## src/rtl/wb_dest_pipe.sv

```systemverilog
// wb_dest_pipe: carries rd/RegWrite from EX/MEM to MEM/WB for forwarding, holds EX/MEM across a req/ack memory access.
// Optional saturating stall counter on stall_cnt_o is built when WB_DEST_PIPE_STALL_CNT_EN is defined.
module wb_dest_pipe #(
    parameter int REG_AW = 5
) (
    input  logic              clk_i,
    input  logic              rst_n_i,
    input  logic [REG_AW-1:0] IdEx_rd_i,
    input  logic              IdEx_Wb_i,
    input  logic              IdEx_MemRead_i,
    input  logic              IdEx_MemWrite_i,
    input  logic [REG_AW-1:0] IfId_rs_i,
    input  logic [REG_AW-1:0] IfId_rt_i,
    input  logic              mem_ack_i,
    output logic              mem_req_o,
    output logic [REG_AW-1:0] ExMem_rd_o,
    output logic              ExMem_Wb_o,
    output logic              ExMem_MemRead_o,
    output logic [REG_AW-1:0] MemWb_rd_o,
    output logic              MemWb_Wb_o,
    output logic              load_use_stall_o,
    output logic              mem_stall_o
`ifdef WB_DEST_PIPE_STALL_CNT_EN
    ,
    output logic [15:0]       stall_cnt_o
`endif
);

    typedef enum logic {
        IDLE = 1'b0,
        WAIT = 1'b1
    } stateT;

    stateT             state;
    logic [REG_AW-1:0] exMemRd;
    logic              exMemWb;
    logic              exMemMemRead;
    logic [REG_AW-1:0] memWbRd;
    logic              memWbWb;
    logic              memStall;
    logic              loadUse;
    logic              incomingMemOp;

    assign mem_req_o       = (state == WAIT);
    assign memStall        = (state == WAIT) && !mem_ack_i;
    assign mem_stall_o     = memStall;
    assign incomingMemOp   = IdEx_MemRead_i || IdEx_MemWrite_i;

    // Gated by reset so every output reads 0 while the pipe is held in reset.
    assign loadUse = rst_n_i && IdEx_MemRead_i && (IdEx_rd_i != '0) &&
                     ((IdEx_rd_i == IfId_rs_i) || (IdEx_rd_i == IfId_rt_i));
    assign load_use_stall_o = loadUse;

    assign ExMem_rd_o      = exMemRd;
    assign ExMem_Wb_o      = exMemWb;
    assign ExMem_MemRead_o = exMemMemRead;
    assign MemWb_rd_o      = memWbRd;
    assign MemWb_Wb_o      = memWbWb;

    // While frozen, MEM/WB takes a bubble so the held op writes back exactly once.
    always_ff @(posedge clk_i or negedge rst_n_i) begin
        if (!rst_n_i) begin
            state        <= IDLE;
            exMemRd      <= '0;
            exMemWb      <= 1'b0;
            exMemMemRead <= 1'b0;
            memWbRd      <= '0;
            memWbWb      <= 1'b0;
        end else if (memStall) begin
            memWbRd <= '0;
            memWbWb <= 1'b0;
        end else begin
            memWbRd      <= exMemRd;
            memWbWb      <= exMemWb;
            exMemRd      <= IdEx_rd_i;
            exMemWb      <= IdEx_Wb_i;
            exMemMemRead <= IdEx_MemRead_i;
            state        <= incomingMemOp ? WAIT : IDLE;
        end
    end

`ifdef WB_DEST_PIPE_STALL_CNT_EN
    logic [15:0] stallCnt;

    always_ff @(posedge clk_i or negedge rst_n_i) begin
        if (!rst_n_i) begin
            stallCnt <= 16'h0000;
        end else if ((memStall || loadUse) && (stallCnt != 16'hFFFF)) begin
            stallCnt <= stallCnt + 16'h0001;
        end
    end

    assign stall_cnt_o = stallCnt;
`endif

endmodule

```

## config.mk

```make
export PLATFORM = sky130hd
export DESIGN_NAME = wb_dest_pipe
export DESIGN_NICKNAME = d
export VERILOG_FILES = /design/src/rtl/wb_dest_pipe.sv
export SDC_FILE = /design/constraint.sdc
export NUM_CORES = 1
export LEC_CHECK = 0
export ABC_AREA = 1
export CORE_MARGIN = 8
export CORE_UTILIZATION = 35
export DETAILED_ROUTE_END_ITERATION = 10
export GPL_TIMING_DRIVEN = 0
export HOLD_SLACK_MARGIN = 0.15
export PLACE_DENSITY = 0.76
export SYNTH_ARGS = -nofsm -noshare
export SYNTH_HDL_FRONTEND = slang
export SYNTH_SLANG_ARGS = --single-unit
```

## constraint.sdc

```tcl
create_clock -name clk_i -period 1.5 [get_ports clk_i]
set_input_delay 0.3 -clock clk_i [delete_from_list [all_inputs] [get_ports clk_i]]
set_output_delay 0.3 -clock clk_i [all_outputs]
set_load 0.05 [all_outputs]
```

After elaboration in Yosys (flattened, before gate mapping)
Cells that the tools add are included.

storage, ports and cells
  register bits = 14

cells by class
  reduce and logical (&&, ||, !) cells = 8
  equality and inequality tests = 2
  mux-type cells = 3

operators with widths
  kind                 count
  5-bit equality test  2
  5-bit two-way mux    1
  5-bit nonzero test   1
  1-bit logical AND    4
  1-bit logical OR     2
  1-bit two-way mux    2
  1-bit zero test      1

Longest topological paths before layout
Gate-level depths: netlist of the first run.

  depth after elaboration = 3
  mapped depth = 6

Worst setup path before layout of the first run
Ideal clock, no wire load.

  path type = register to output
  from = register state (netlist: mem_req_o)
  to = output port mem_stall_o
  data arrival time = 1.150 ns
  cell stages (with the launch flop) = 4
  setup slack = 0.050 ns
  path through = dfrtp_1 inv_1 nor2_4 buf_4

on the way
  cells in the longest elaborated chain, start to end = 1

RTL lines
  element                 RTL line  text
  start, declared         34        stateT state;
  start signal, assigned  78        state <= incomingMemOp ? WAIT : IDLE;
  1-bit logical AND       45        assign memStall = (state == WAIT) && !mem_ack_i;
  end, declared           22        output logic mem_stall_o

No other way between the ends.

Worst setup path after layout of the first run
  from = register exMemRd[3] (netlist: ExMem_rd_o[3])
  to = output port ExMem_rd_o[3]

RTL lines
  element                 RTL line  text
  start, declared         35        logic [REG_AW-1:0] exMemRd;
  start signal, assigned  75        exMemRd <= IdEx_rd_i;
  end, declared           16        output logic [REG_AW-1:0] ExMem_rd_o,

No word-level cell between the ends.

==> impl_results.md, run 1 <==
* Post-route ant nets at 0
* TritonCTS Sinks at 14
* Wire per inst at 11.3 um
* Setup-failing EPs final at 0
* Crit path max-delay cell type: clkdlybuf4s15_1
* CP Data Arrival Time at 1160 ps
* Minimum clock period at 1460 ps
* Die Y at 60.3 um
* Length of the first detailed-routing pass in iterations at 4
* FF-to-FF setup slack at 440 ps
* Ys Warns at 0
* Reg2reg start: mem_req_o
* Worst skew pair latency at 280 ps
* Fill cells at 190
* Yosys top cell by area: dfrtp_1
* Crit path required time at 1200 ps
* Finished Core Util at 60.0%
* FF/Latch Area at 350 um2
* DP Wirelength at 1.45 mm
* Slowest stage delay, CP at 520 ps
* Maximum number of pins on one net before global-route repair at 15
* Final Max Tran Viols at 0
* Area share of the leading cell type in the synthesized netlist at 50.9%
* Area Overhead vs Synth at 65.8%
* Global-route wire length before repair at 2.93 mm
* Status: finished, final reports clean
* DRC viols at 0
* Ys flop type: dfrtp_1
* Antenna violations before repair at 0
* WS Path Type: reg -> out
* Placed Cells at 155
* Die W at 60.3 um
* Total GRT Usage at 10.7%
* Post-synth ARST share at 100%
* Mean Syn Cell Area at 7.48 um2
* Placeable core area at 0.00190 mm2
* Diode count at 0
* Critical Path Start: ExMem_rd_o[3]
* Cells after Synth at 92
* Initial core utilization at 36.2%
* Htree depth at 1
* Vias per cell at 4.33
* Cell depth of the worst flop-to-flop path at 6
* Initial DRC Count at 17
* Final count of hold timing violations at 0
* Yosys cell types at 13
* Number of core rows at 16
* Max-Cap Viols at 0
* Crit path cell chain: clkdlybuf4s15_1
* Vias at 701
* EDFF count, synth at 0
* RR Endpoint: ExMem_rd_o[0]
* Crit path buf inv count at 1
* VDD IR max at 417 uV
* Min-Delay Path Class: in -> reg
* Crit start category: register
* Tightest Pin Transition at 592 ps
* CP endpoint kind: primary output
* Crit path to: ExMem_rd_o[3]
* Area contributors post-synth: dfrtp_1, nand2_1, inv_1
* TritonCTS Buffers at 3
* Multi-input gate area at 277 um2
* Reg clk slew, reported paths at 80 ps
* FMAX at 0.683 GHz
* # port buffers at 36
* Share of cells above drive strength 1 at 19.3%
* Sequential-to-total area share from yosys stat at 50.9%
* Slew Limit Headroom at 60.4%
* PwrDens at 905 mW/mm2
* Worst-path fanout max at 3
* Period utilization at 97.6%
* Yosys reg bits at 14
* Nets at 157
* Max Clock Skew at 4.83 ps
* CP top delay family: buffers and inverters
* CTS Buffer Depth at 2
* GPL Wtd Cong at 0.716
* Vias in the first global route at 670
* Top-count cell post-synth: nand2_1
* Synth top cells by count: nand2_1, inv_1, nor2_1
* IO Pins at 37
* Post-route insts no fill at 162
* GRT overflow at 0
* Syn_nets at 113
* Synthesized area at 688 um2
* Critical Path Stages at 1
* Die Area at 0.00364 mm2
* Final wirelength at 1.83 mm
* Root Buffer: clkbuf_4
* LEAKAGE at 0.000702 uW
* CTS tree: done
sequential cells by signal (all words and copies together), names as in the netlist:
signal           cells
MemWb_Wb_o           1
ExMem_MemRead_o      1
MemWb_rd_o           5
ExMem_Wb_o           1
ExMem_rd_o           5
mem_req_o            1
layout by cell type (no fill, tap or decap), drive strengths merged:
master	n
a21oi	1
buf	6
clkbuf	12
clkdlybuf4s15	5
clkdlybuf4s50	3
dfrtp	14
dlygate4sd2	8
dlygate4sd3	1
dlymetal6s2s	9
inv	19
nand2	27
nand3	3
nand4	1
nor2	17
o21ai	6
xnor2	2
xor2	1
how the worst min path moves through the flow:
stage	to	slack, ps	depth (start not counted)	startpoint
after floorplan	ExMem_MemRead_o	4	0	rst_n_i
after global placement	ExMem_MemRead_o	470	2	ExMem_MemRead_o
after detailed placement	ExMem_MemRead_o	460	2	ExMem_MemRead_o
after CTS	ExMem_rd_o[1]	480	3	IdEx_rd_i[1]
after global routing	mem_req_o	320	3	IdEx_MemRead_i
final	mem_req_o	300	3	IdEx_MemRead_i
stage by stage:
| stage | hold slack (ps) | TNS [ps] | power (uW) | setup WS, ps | instance area, um2 |
|---|---|---|---|---|---|
| final | 302 | 0 | 1030 | 35.9 | 1140 |
| after floorplan | 4.41 | 0 | 637 | 49.7 | 688 |
| after detailed placement | 465 | -1950 | 799 | -1180 | 1080 |
| after global placement | 466 | -1900 | 791 | -1140 | 1080 |
| after CTS | 481 | -253 | 1040 | -253 | 1120 |
| after global routing | 320 | -30.3 | 1090 | -30.3 | 1140 |
final cells by class:
cell class	count	area share, %
repair buffers	39	31.7
flip-flops and latches	14	30.7
multi-input cells	58	24.2
inverters	19	6.25
clock buffers	4	3.18
well taps	27	2.96
plain buffers	1	0.987
power by group:
group	total, uW	switching (uW)	internal, uW
Sequential	427	16.1	411
Combinational	342	228	114
Clock	264	116	148
Total	1030	360	672
metal layers:
metal	global-route usage, %	part of all wire (%)
met2	16.9	46
met5	0	0
met4	8.16	1.9
met1	11.8	43
met3	3.18	9.7
kinds of logic (layout without fill, tap and decap cells):
logic type,count (synthesis),count (layout),synth area share (%)
AO/OA/AOI/OAI,7,7,5.64
XOR/XNOR,3,3,3.82
buffers and inverters,20,63,11.5
flip-flops,14,14,50.9
AND/OR/NAND/NOR,48,48,28.2
timing repair:
action                                  4_1_cts  5_1_grt
endpoints found under the hold margin        14        0
endpoints found under the setup margin       16        8
gates resized for setup                      39       37
pin swaps                                     5        6
setup buffers                                 1        1
hold buffers                                  1        0
(Power assumes the default switching activity.)
==> inputs of run 2 (changes only) <==
- HOLD_SLACK_MARGIN: 0.15 -> 0.05
==> run 2 against run 1 <==
Net effect:
- largest cell class unchanged
- flip-flop and latch count unchanged
- power decreased by 0.18%
- first-iteration DRC count shrank 24%
- critical endpoint unchanged
- cell area is 1.1% lower
- combinational power shrank 1%
- clock skew barely moved
- clock power barely moved
- global-route usage down 0.26 points
- cell count decreased by 0.62%
==> impl_results.md, run 2 (same netlist as run 1, synthesis figures left out) <==
* Worst hold start: IdEx_MemRead_i
* GRT overflow at 0
* Unrepaired setup endpoints after global routing: false
* IO Pins at 37
* Antenna violations before repair at 0
* Sw power at 361 uW
* Die Area at 0.00364 mm2
* TritonCTS Sinks at 14
* Sequential share of power at 41.4%
* CTS Buffer Depth at 2
* Total Power at 1030 uW
* Crit path max-delay cell type: clkdlybuf4s15_1
* DP Wirelength at 1.45 mm
* Die Y at 60.3 um
* Initial DRC Count at 13
* Minimum clock period at 1460 ps
* Reg clk slew, reported paths at 80 ps
* FF-to-FF setup slack at 460 ps
* Met3 usage at 3.18%
* Net Sw Frac at 35.1%
* Final Max Tran Viols at 0
* CP endpoint kind: primary output
* Placeable core area at 0.00190 mm2
* Slowest stage delay, CP at 520 ps
* RR Endpoint: ExMem_rd_o[0]
* Critical Path Stages at 1
* Max Clock Skew at 4.40 ps
* Status: finished, final reports clean
* CTS tree: done
* GPL Wtd Cong at 0.716
* Multi-input gate area at 277 um2
* Setup-failing EPs final at 0
* VDD IR max at 418 uV
* Maximum number of pins on one net before global-route repair at 16
* FF/Latch Area at 350 um2
* Slew Limit Headroom at 59.8%
* Post-route ant nets at 0
* PwrDens at 913 mW/mm2
* Min-Delay Path Class: in -> reg
* Vias at 701
* Vias per cell at 4.35
* Crit path to: ExMem_rd_o[3]
* Reg2reg start: mem_req_o
* Commonest non-fill, non-tap cell in the layout: nand2_1
* Critical Path Start: ExMem_rd_o[3]
* LEAKAGE at 0.000696 uW
* Pint at 669 uW
* Most frequent cells in the layout: nand2_1, inv_1, dfrtp_1, nor2_1
* Share of total power in combinational logic at 32.8%
* Worst skew pair latency at 280 ps
* Length of the first detailed-routing pass in iterations at 4
* Global-route wire length before repair at 2.86 mm
* Area Overhead vs Synth at 64.0%
* Final wirelength at 1.81 mm
* Final count of hold timing violations at 0
* FMAX at 0.685 GHz
* Tightest Pin Transition at 601 ps
* Nets at 156
* Diode count at 0
* # port buffers at 36
* Crit path buf inv count at 1
* Wire per inst at 11.2 um
* Die W at 60.3 um
* Met2 Usage GRT at 16.8%
* CP top delay family: buffers and inverters
* Crit start category: register
* Number of core rows at 16
* Htree depth at 1
* Worst-path fanout max at 3
* Initial core utilization at 36.2%
* TritonCTS Buffers at 3
* GR peak layer: met2
* Worst hold slack at 300 ps
* WS Path Type: reg -> out
* DRC viols at 0
* GR Util met1 at 11.2%
* Max-Cap Viols at 0
* Share of cells above drive strength 1 at 19.4%
* Fill cells at 191
* Crit path required time at 1200 ps
* Clk pwr share at 25.8%
* Root Buffer: clkbuf_4
* CP Data Arrival Time at 1160 ps
* Total GRT Usage at 10.4%
* Crit path cell chain: clkdlybuf4s15_1
* Vias in the first global route at 660
* Period utilization at 97.4%
* Cell depth of the worst flop-to-flop path at 6
-- run 2: changes by cell type in the layout (fill, tap and decap cells not counted) --
cell,before,now
buf_4,3,2
clkbuf_2,8,9
clkdlybuf4s15_1,5,4
-- run 2: worst min-delay path by stage --
stage | to | slack, ps | cells after the start
final | mem_req_o | 300 | 3
after global routing | mem_req_o | 320 | 3
after CTS | MemWb_rd_o[3] | 130 | 1
after detailed placement | ExMem_MemRead_o | 460 | 2
after global placement | ExMem_MemRead_o | 470 | 2
after floorplan | ExMem_MemRead_o | 4 | 0
-- run 2: power groups by stage --
stage	clock (uW)	sequential (uW)	combinational [uW]
5_1_grt	288	432	364
3_5_place_dp	0	436	363
2_1_floorplan	0	557	80.2
3_3_place_gp	0	434	357
6_report	266	427	338
4_1_cts	270	427	338
-- run 2: worst min-delay path, delay by kind of cell --
| family | cells | cell delay, ps |
|---|---|---|
| buffers and inverters | 1 | 130 |
| and+or+nand+nor | 2 | 120 |
-- run 2: per-stage QoR --
stage	instances	instance area, um2	TNS [ps]	setup slack (ps)	util (%)
after floorplan	92	688	0	49.7	-
after detailed placement	155	1080	-1950	-1180	56.9
after global routing	161	1130	0	1.35	59.3
after CTS	160	1110	-255	-255	58.2
final	161	1130	0	39.3	59.3
after global placement	155	1080	-1900	-1140	56.9
-- run 2: layout make-up --
cell class / count / area share [%]
repair buffers: 38 / 30.9
flip-flops and latches: 14 / 31.0
well taps: 27 / 2.99
clock buffers: 4 / 3.22
inverters: 19 / 6.32
multi-input cells: 58 / 24.5
plain buffers: 1 / 0.998
-- run 2: per-layer routing --
| metal | vias up | routed length [um] |
|---|---|---|
| met1 | 310 | 748 |
| met3 | 4 | 197 |
| met2 | 33 | 814 |
| met5 | - | 0 |
| met4 | 0 | 46 |
| li1 | 354 | - |
-- run 2: repair_timing --
| action | in CTS | in global routing |
|---|---|---|
| endpoints found under the setup margin | 16 | 8 |
| gates cloned | 0 | 0 |
| buffers inserted | 1 | 0 |
| hold buffers | 0 | 1 |
| gates resized for setup | 39 | 38 |
| endpoints found under the hold margin | 0 | 14 |
| pin swaps | 5 | 6 |
